`src/rtl/mem_arb_pkg.sv`:
```
// mem_arb_pkg
//   Shared definitions for the single-port RAM arbiter: requester ids,
//   the default starvation limit and the starve-counter width.
//   Ports: none (package).
package mem_arb_pkg;

    typedef enum logic [1:0] {
        PORT_HOST  = 2'd0,
        PORT_DATA  = 2'd1,
        PORT_FETCH = 2'd2,
        PORT_NONE  = 2'd3
    } port_id_t;

    localparam int NUM_PORTS        = 3;
    localparam int STARVE_LIMIT_DEF = 4;
    // Wide enough for the largest allowed limit (15).
    localparam int CNT_W            = 4;

    // One-hot request vector for a port id; PORT_NONE maps to all zeros.
    function automatic logic [NUM_PORTS-1:0] port_onehot(input logic [1:0] id);
        logic [NUM_PORTS-1:0] oh;
        case (id)
            PORT_HOST:  oh = 3'b001;
            PORT_DATA:  oh = 3'b010;
            PORT_FETCH: oh = 3'b100;
            default:    oh = 3'b000;
        endcase
        return oh;
    endfunction

endpackage

```
`src/rtl/mem_arb_pick.sv`:
```
// mem_arb_pick
//   Combinational winner select for the RAM arbiter.
//   Ports:
//     i_elig    [2:0]  eligible requesters, indexed by port id
//     i_starved [2:0]  requesters whose starve counter is saturated
//     o_port    [1:0]  winning port id, PORT_NONE when nothing is eligible
module mem_arb_pick
    import mem_arb_pkg::*;
(
    input  logic [NUM_PORTS-1:0] i_elig,
    input  logic [NUM_PORTS-1:0] i_starved,
    output logic [1:0]           o_port
);

    logic [NUM_PORTS-1:0] w_hot;

    // Starved requesters override the normal order; among themselves the
    // host goes first so a long program load cannot be locked out by the CPU.
    always_comb begin
        w_hot  = i_elig & i_starved;
        o_port = PORT_NONE;
        if (w_hot[PORT_HOST])          o_port = PORT_HOST;
        else if (w_hot[PORT_DATA])     o_port = PORT_DATA;
        else if (w_hot[PORT_FETCH])    o_port = PORT_FETCH;
        else if (i_elig[PORT_DATA])    o_port = PORT_DATA;
        else if (i_elig[PORT_FETCH])   o_port = PORT_FETCH;
        else if (i_elig[PORT_HOST])    o_port = PORT_HOST;
    end

endmodule

```
`src/rtl/mem_port_arbiter.sv`:
```
// mem_port_arbiter
//   Shares one single-port RAM between the AXI host path (h_*), the CPU
//   load/store unit (d_*) and the CPU fetch unit (f_*). One request is
//   chosen per cycle, registered onto the RAM port together with a one-cycle
//   gnt pulse, and the read data is steered back with an rvalid pulse one
//   cycle after the grant.
//   Ports:
//     S_AXI_ACLK, S_AXI_ARESET     clock, synchronous active-high reset
//     host_lock                    only the host may be granted while high
//     {h,d,f}_req/_addr            requests, held until gnt
//     {h,d}_we/_wdata/_wstrb       write attributes (fetch is read-only)
//     {h,d,f}_gnt, {h,d,f}_rvalid  accept and read-data-valid pulses
//     rdata                        shared read data (pass-through of mem_rdata)
//     mem_en/_we/_addr/_wdata      registered RAM command
//     mem_rdata                    RAM read data, one cycle after mem_en
module mem_port_arbiter
    import mem_arb_pkg::*;
#(
    parameter int ADDR_W       = 12,
    parameter int DATA_W       = 32,
    parameter int STARVE_LIMIT = STARVE_LIMIT_DEF
) (
    input  logic                S_AXI_ACLK,
    input  logic                S_AXI_ARESET,
    input  logic                host_lock,
    input  logic                h_req,
    input  logic                h_we,
    input  logic [ADDR_W-1:0]   h_addr,
    input  logic [DATA_W-1:0]   h_wdata,
    input  logic [DATA_W/8-1:0] h_wstrb,
    input  logic                d_req,
    input  logic                d_we,
    input  logic [ADDR_W-1:0]   d_addr,
    input  logic [DATA_W-1:0]   d_wdata,
    input  logic [DATA_W/8-1:0] d_wstrb,
    input  logic                f_req,
    input  logic [ADDR_W-1:0]   f_addr,
    output logic                h_gnt,
    output logic                d_gnt,
    output logic                f_gnt,
    output logic                h_rvalid,
    output logic                d_rvalid,
    output logic                f_rvalid,
    output logic [DATA_W-1:0]   rdata,
    output logic                mem_en,
    output logic [DATA_W/8-1:0] mem_we,
    output logic [ADDR_W-1:0]   mem_addr,
    output logic [DATA_W-1:0]   mem_wdata,
    input  logic [DATA_W-1:0]   mem_rdata
);

    localparam int                STRB_W = DATA_W / 8;
    localparam logic [CNT_W-1:0]  LIMIT  = CNT_W'(STARVE_LIMIT);

    logic [NUM_PORTS-1:0] w_req;
    logic [NUM_PORTS-1:0] w_elig;
    logic [NUM_PORTS-1:0] w_starved;
    logic [1:0]           w_win;
    logic                 w_any;
    logic                 w_win_we;
    logic [STRB_W-1:0]    w_win_strb;
    logic [ADDR_W-1:0]    w_win_addr;
    logic [DATA_W-1:0]    w_win_wdata;

    logic [CNT_W-1:0]     r_cnt [NUM_PORTS];

    logic                 r_vld_p1;
    logic [NUM_PORTS-1:0] r_gnt_p1;
    logic [STRB_W-1:0]    r_mem_we_p1;
    logic [ADDR_W-1:0]    r_mem_addr_p1;
    logic [DATA_W-1:0]    r_mem_wdata_p1;
    logic                 r_rd_p1;
    logic [1:0]           r_own_p1;
    logic [NUM_PORTS-1:0] r_rvalid_p2;

    assign w_req = {f_req, d_req, h_req};

    // The port whose gnt is showing this cycle still has req high for the
    // accepted command, so it is masked to avoid a double grant.
    assign w_elig = w_req & ~r_gnt_p1 & (host_lock ? 3'b001 : 3'b111);

    always_comb begin
        for (int p = 0; p < NUM_PORTS; p++) begin
            w_starved[p] = (r_cnt[p] >= LIMIT);
        end
    end

    mem_arb_pick u_pick (
        .i_elig    (w_elig),
        .i_starved (w_starved),
        .o_port    (w_win)
    );

    assign w_any = (w_win != PORT_NONE);

    // Address and write data default to the current RAM port values so an
    // idle cycle (or a fetch, which has no write data) leaves them unchanged.
    always_comb begin
        w_win_we    = 1'b0;
        w_win_strb  = '0;
        w_win_addr  = r_mem_addr_p1;
        w_win_wdata = r_mem_wdata_p1;
        case (w_win)
            PORT_HOST: begin
                w_win_we    = h_we;
                w_win_strb  = h_wstrb;
                w_win_addr  = h_addr;
                w_win_wdata = h_wdata;
            end
            PORT_DATA: begin
                w_win_we    = d_we;
                w_win_strb  = d_wstrb;
                w_win_addr  = d_addr;
                w_win_wdata = d_wdata;
            end
            PORT_FETCH: begin
                w_win_addr  = f_addr;
            end
            default: ;
        endcase
    end

    // Starve counters: only an eligible loser counts up; masked or locked-out
    // requesters hold, and a dropped or winning request starts over.
    always_ff @(posedge S_AXI_ACLK) begin
        if (S_AXI_ARESET) begin
            for (int p = 0; p < NUM_PORTS; p++) begin
                r_cnt[p] <= '0;
            end
        end else begin
            for (int p = 0; p < NUM_PORTS; p++) begin
                if (!w_req[p] || (w_win == 2'(p))) begin
                    r_cnt[p] <= '0;
                end else if (w_elig[p] && (r_cnt[p] < LIMIT)) begin
                    r_cnt[p] <= r_cnt[p] + 1'b1;
                end
            end
        end
    end

    // ---- stage p1: RAM command and grant ----
    always_ff @(posedge S_AXI_ACLK) begin
        if (S_AXI_ARESET) begin
            r_vld_p1       <= 1'b0;
            r_gnt_p1       <= '0;
            r_mem_we_p1    <= '0;
            r_mem_addr_p1  <= '0;
            r_mem_wdata_p1 <= '0;
            r_rd_p1        <= 1'b0;
            r_own_p1       <= PORT_NONE;
        end else begin
            r_vld_p1       <= w_any;
            r_gnt_p1       <= port_onehot(w_win);
            r_mem_we_p1    <= w_win_we ? w_win_strb : '0;
            r_mem_addr_p1  <= w_win_addr;
            r_mem_wdata_p1 <= w_win_wdata;
            r_rd_p1        <= w_any && !w_win_we;
            r_own_p1       <= w_win;
        end
    end

    // ---- stage p2: read response steering ----
    always_ff @(posedge S_AXI_ACLK) begin
        if (S_AXI_ARESET) begin
            r_rvalid_p2 <= '0;
        end else begin
            r_rvalid_p2 <= r_rd_p1 ? port_onehot(r_own_p1) : '0;
        end
    end

    assign mem_en    = r_vld_p1;
    assign mem_we    = r_mem_we_p1;
    assign mem_addr  = r_mem_addr_p1;
    assign mem_wdata = r_mem_wdata_p1;

    assign h_gnt     = r_gnt_p1[PORT_HOST];
    assign d_gnt     = r_gnt_p1[PORT_DATA];
    assign f_gnt     = r_gnt_p1[PORT_FETCH];

    assign h_rvalid  = r_rvalid_p2[PORT_HOST];
    assign d_rvalid  = r_rvalid_p2[PORT_DATA];
    assign f_rvalid  = r_rvalid_p2[PORT_FETCH];

    assign rdata     = mem_rdata;

endmodule
```
`config.mk`:
```
export PLATFORM = sky130hd
export DESIGN_NAME = mem_port_arbiter
export DESIGN_NICKNAME = d
export VERILOG_FILES = /design/src/rtl/mem_arb_pkg.sv /design/src/rtl/mem_arb_pick.sv /design/src/rtl/mem_port_arbiter.sv
export SDC_FILE = /design/constraint.sdc
export NUM_CORES = 1
export LEC_CHECK = 0
export CAP_MARGIN = 30
export CORE_UTILIZATION = 33
export CTS_BUF_LIST = sky130_fd_sc_hd__clkbuf_2
export DETAILED_ROUTE_END_ITERATION = 8
export GPL_TIMING_DRIVEN = 0
export PLACE_DENSITY = 0.79
export SETUP_SLACK_MARGIN = 0.1
export SLEW_MARGIN = 20
export SYNTH_ARGS = -nofsm -noshare
export SYNTH_HDL_FRONTEND = slang
export SYNTH_SLANG_ARGS = --single-unit
export TNS_END_PERCENT = 30
```
`constraint.sdc`:
```
create_clock -name S_AXI_ACLK -period 2.7 [get_ports S_AXI_ACLK]
set_clock_uncertainty 0.2 [all_clocks]
set_input_delay 0.54 -clock S_AXI_ACLK [delete_from_list [all_inputs] [get_ports S_AXI_ACLK]]
set_output_delay 0.54 -clock S_AXI_ACLK [all_outputs]
set_load 0.01 [all_outputs]
```
* After elaboration in Yosys (flattened, before gate mapping)
Memories as Yosys holds them, arrays and structs flattened. Cells that the tools add are included.
Cells by class: equality and inequality tests 5, magnitude comparators 6, add/sub/neg operators 3, div/mod/pow operators 0, multipliers 0, muxes and demuxes 42, bitwise logic cells 12, shifts and indexed selects 0, reduce and logical (&&, ||, !) cells 17
Operators by type and width (count):
- $pmux 32 s2 | 1
- $pmux 12 s3 | 1
- $mux 4 | 6
- $mux 1 | 23
- $pmux 3 s3 | 2
- $add 4x1->4 const B | 3
- $ge 4x3->1 const B | 3
- $lt 4x3->1 const B | 3
- $mux 2 | 6
- $and 3x3->3 | 3
- $pmux 4 s2 | 1
- $or 1x1->1 | 6
- $eq 2x1->1 const B | 2
- $eq 2x2->1 const B | 2
- $logic_and 1x1->1 | 4
- $logic_not 1->1 | 4
- $logic_not 2->1 | 2
- $reduce_or 2->1 | 2
- $logic_or 1x1->1 | 3
- $mux 3 | 1
- $not 3->3 | 1
- $reduce_bool 3->1 | 1
- $ne 2x2->1 const B | 1
- $not 1->1 | 2
- 2 further kinds | 2
Storage, ports and cells: input bits 148, logic and storage cells 94, memories kept 1, memory bits (writable) 12, output and inout port bits 87, flip-flop bits (word level) 58, memory bits (read-only) 0, bits in latches 0
Memory list:
- r_cnt | depth 3, bits a word 4, read ports 3, clocked after Yosys merged registers in 0, write ports 3, line mem_port_arbiter.sv:65 | logic [CNT_W-1:0] r_cnt [NUM_PORTS];

* Longest topological paths before layout
Gate-level depths: netlist of the first run.
depth in word-level cells 16, gate-level depth with buffers 11, gate-level depth less buffers 9

* Cells and area by module
A second synthesis of the first run with hierarchy kept.
Unflattened totals: cells, all modules 327, area, all modules 3384.5 sq um
Modules (own cells, without submodules):
- mem_port_arbiter | cells an instance 321, instances 1, sequential area each 1521.5 sq um, area each 3345.7 sq um
- mem_arb_pick | cells an instance 6, instances 1, sequential area each 0.0 sq um, area each 38.8 sq um

* Least setup slack after synthesis of the first run
No wires, ideal clock.
path kind input-to-reg, start in host_lock, end mem r_cnt[0][0] (enable), setup time 0.331 ns, slack -0.215 ns, arrival 2.384 ns, path buffers 2, required time 2.169 ns, cell stages on the path 8, cells stage by stage or3b_4 a21oi_1 o22ai_1 ha_1 buf_2 buf_2 nor2_1 o311ai_0
RTL lines:
- from (decl) | line mem_port_arbiter.sv:25 | input logic host_lock,
- to (decl) | line mem_port_arbiter.sv:65

==> summary.md, run 1 <==
| Metric | Value |
|---|---|
| Status | `finished clean` |
| Startpoint types | `input port` |
| Worst setup path category | `in2reg` |
| Final setup vio count | `0` |
| Synth Area in Simple Gates | `16.9%` |
| Num CTS Buffers | `9` |
| DP HPWL | `8380 microns` |
| Post-synthesis mux area share | `9.46%` |
| Largest net degree at the start of global routing | `13` |
| Fillers | `837` |
| Slowest stage delay, CP | `470 ps` |
| Iteration count of the initial detailed-routing pass | `4` |
| CP required | `2870 ps` |
| Detailed Route Iter0 Violations | `71` |
| Routability cong. | `0.777` |
| Slew HR | `54.2%` |
| Compound-gate portion of the synthesized area | `14.0%` |
| Grt total ovfl | `0` |
| Die H | `103 microns` |
| FFs w/ async S/R, synth | `0%` |
| Die Width | `103 microns` |
| Clk slew on worst S/H paths | `200 ps` |
| Synth Area in Adders | `3.33%` |
| Final core occ | `60.6%` |
| Vias in the first global route | `3463` |
| Number of buffers and inverters on the critical path | `2` |
| Vias/cell | `4.72` |
| CTS Root Cell | `clkbuf_2` |
| Largest area contributor in the netlist | `dfxtp_1` |
| Fmax | `384 MHz` |
| Netlist cell types | `32` |
| Leakage power | `2.39 nW` |
| Top cells by count, synth | `92 x nor2_1, 58 x dfxtp_1, 46 x a21oi_1` |
| Ports | `235` |
| Port bufs | `202` |
| Syn Area/Cell | `8.72 sq um` |
| Die Footprint | `10700 sq um` |
| Clk buf depth | `2` |
| Clock latency on the worst-skew pair | `500 ps` |
| Ranking of synthesized cells by area | `dfxtp_1 34%, edfxtp_1 11%, nor2_1 10%` |
| Layout cells sized above 1 | `16.0%` |
| RSZ-0062 raised after global routing | `true` |
| Tcrit/Tclk final | `96.5%` |
| Main combinational cell family by area after synthesis | `simple AND/OR/NAND/NOR gates` |
| Power Density | `500 nW/um^2` |
| Top cell type's share of synthesized area | `34.3%` |
| Residual DRC count | `0` |
| CP max FO | `10` |
| Post-layout min period | `2610 ps` |
| WL per Instance | `14.8 microns` |
| Fin. max-slew vios | `0` |
| Sequential share of the synthesized area | `45.0%` |
| Worst IR Drop VDD | `0.238 mV` |
| CP max stage cell | `clkdlybuf4s50_1` |
| Least-Margin Pin Slew | `688 ps` |
| Hold WS | `259 ps` |
| H-tree level count | `3` |
| Final-stage net count | `769` |
| Mapped Area | `3380 sq um` |
| Initial antenna violation count | `0` |
| Crit path capture type | `register` |
| Synth Register Bits | `70` |
| Antenna cells | `0` |
| Total negative slack | `0 ps` |
| Synth Flop Type | `dfxtp_1` |
| Fin. Hold Viols | `0` |
| CP arrival | `2770 ps` |
| Most frequent cell after synthesis | `nor2_1` |
| Syn Inst Count | `388` |
| CTS sink count | `70` |
| CTS tree | `built` |
| First-pass GRT wire length | `16400 microns` |
| Vias post-DR | `3540` |
| Initial Util | `34.3%` |
| Core area | `9860 sq um` |
| Total GRT Usage | `20.3%` |
| Number of max-cap violations | `0` |
| Row count | `36` |
| XOR/XNOR Fraction of Synth Area | `0.518%` |
| Crit-path cells | `clkdlybuf4s50_1 > or3b_4 > a21oi_4 > o22ai_4 > ha_2 > clkbuf_4 > nor3b_4 > nand3_2 > nor2_1` |
| Final wirelength | `11100 microns` |
| Worst min-delay path class | `reg2reg` |
| Ys Warns | `0` |
| Number of flops mapped to enable cells by yosys | `12` |
| CP delay by family, top | `simple AND/OR/NAND/NOR gates` |
| Post-DRT Antenna Nets | `0` |
| Area delta synth->final | `76.7%` |
[cells in the final DEF, fill, tap and decap left out, types with 3 or more instances in the layout]
cell,n
buf_6,3
mux2i_1,32
nor2_1,88
or2_2,3
clkbuf_2,12
o22ai_1,12
dfxtp_1,58
conb_1,3
buf_4,43
a21oi_1,45
nor2b_1,4
a22oi_1,17
buf_2,8
inv_1,4
edfxtp_1,12
clkdlybuf4s50_1,201
ha_1,6
clkbuf_1,6
nand2_1,14
[cell families (layout without fill, tap and decap cells)]
| family | after synthesis | after routing |
|---|---|---|
| AND/OR/NAND/NOR | 131 | 131 |
| AO/OA/AOI/OAI | 81 | 81 |
| flip-flops | 70 | 70 |
| buffers and inverters | 62 | 289 |
| multiplexers | 32 | 32 |
| adder cells (fa/ha/maj) | 9 | 9 |
| XOR/XNOR | 2 | 2 |
| other | 1 | 3 |
[worst paths after layout]
path         cells past startpoint  slack (ps)              to   startpoint
max                              9          90     r_cnt[2][2]    host_lock
min                              1         260  r_rvalid_p2[1]  r_own_p1[1]
max reg2reg                      9         130     r_cnt[1][2]  r_cnt[1][2]
min reg2reg                      1         260  r_rvalid_p2[1]  r_own_p1[1]
[metal layers]
layer | vias to the layer above | routed length [microns] | track usage (%)
met5 | - | 0 | 0
met4 | 0 | 142 | 7.48
met3 | 12 | 759 | 5.58
met2 | 137 | 5850 | 35.7
met1 | 1643 | 4370 | 23.5
li1 | 1748 | - | -
[worst register-to-register path, cell delays in order, from the launching register on]
cell and delay (ps):
edfxtp_1 480, nor4b_4 340, a21oi_4 130, o22ai_4 260, inv_2 100, ha_4 180, buf_12 140, or2b_4 270
nor2_4 170, and3_4 200
[power by group]
part / leakage, nW / internal (mW) / switching [mW]
Combinational: 1.71 / 0.643 / 0.506
Sequential: 0.612 / 1.18 / 0.0654
Clock: 0.0656 / 0.214 / 0.385
[cell type report]
type	instances	area (sq um)	area share, %
timing repair buffer	211	2090	35.0
clock buffer	10	50.0	0.837
inverter	6	25.0	0.418
multi-input combinational	258	1660	27.7
buffer	56	404	6.76
clock inverter	6	62.6	1.05
tap	133	166	2.78
sequential	70	1520	25.4
[registers in the layout, indices dropped and copies added, names as in the netlist]
signal / cells
mem_wdata: 32
mem_addr: 12
r_cnt: 12
mem_we: 4
r_gnt_p1: 3
r_rvalid_p2: 3
r_own_p1: 2
mem_en: 1
r_rd_p1: 1
[what timing repair did]
action | CTS | global route
gates resized for setup | 25 | 33
setup buffers | 7 | 2
setup endpoints to repair | 70 | 66
hold endpoints to repair | 0 | 0
hold buffers | 0 | 0
pin swaps | 1 | 7
[through the flow]
stage	cells	cell area, sq um	total power, mW	worst slack [ps]
after global routing	750	5980	3.17	32.8
after floorplan	390	3440	1.79	103
after global placement	725	5620	2.29	-856
after CTS	748	5870	2.97	87.6
final	750	5980	2.99	94.8
after detailed placement	725	5620	2.32	-933
Note: power is estimated with default switching activity, not from simulation.
==> run 2: changes to the inputs <==
--- a/config.mk
+++ b/config.mk
@@ -5,10 +5,11 @@
 export SDC_FILE = /design/constraint.sdc
 export NUM_CORES = 1
 export LEC_CHECK = 0
-export CAP_MARGIN = 30
+export CAP_MARGIN = 0
 export CORE_UTILIZATION = 33
 export CTS_BUF_LIST = sky130_fd_sc_hd__clkbuf_2
 export DETAILED_ROUTE_END_ITERATION = 8
+export GPL_ROUTABILITY_DRIVEN = 0
 export GPL_TIMING_DRIVEN = 0
 export PLACE_DENSITY = 0.79
 export SETUP_SLACK_MARGIN = 0.1
==> results of run 2 <==
Same layout as run 1: the final DEF is identical, and so are final timing and power.
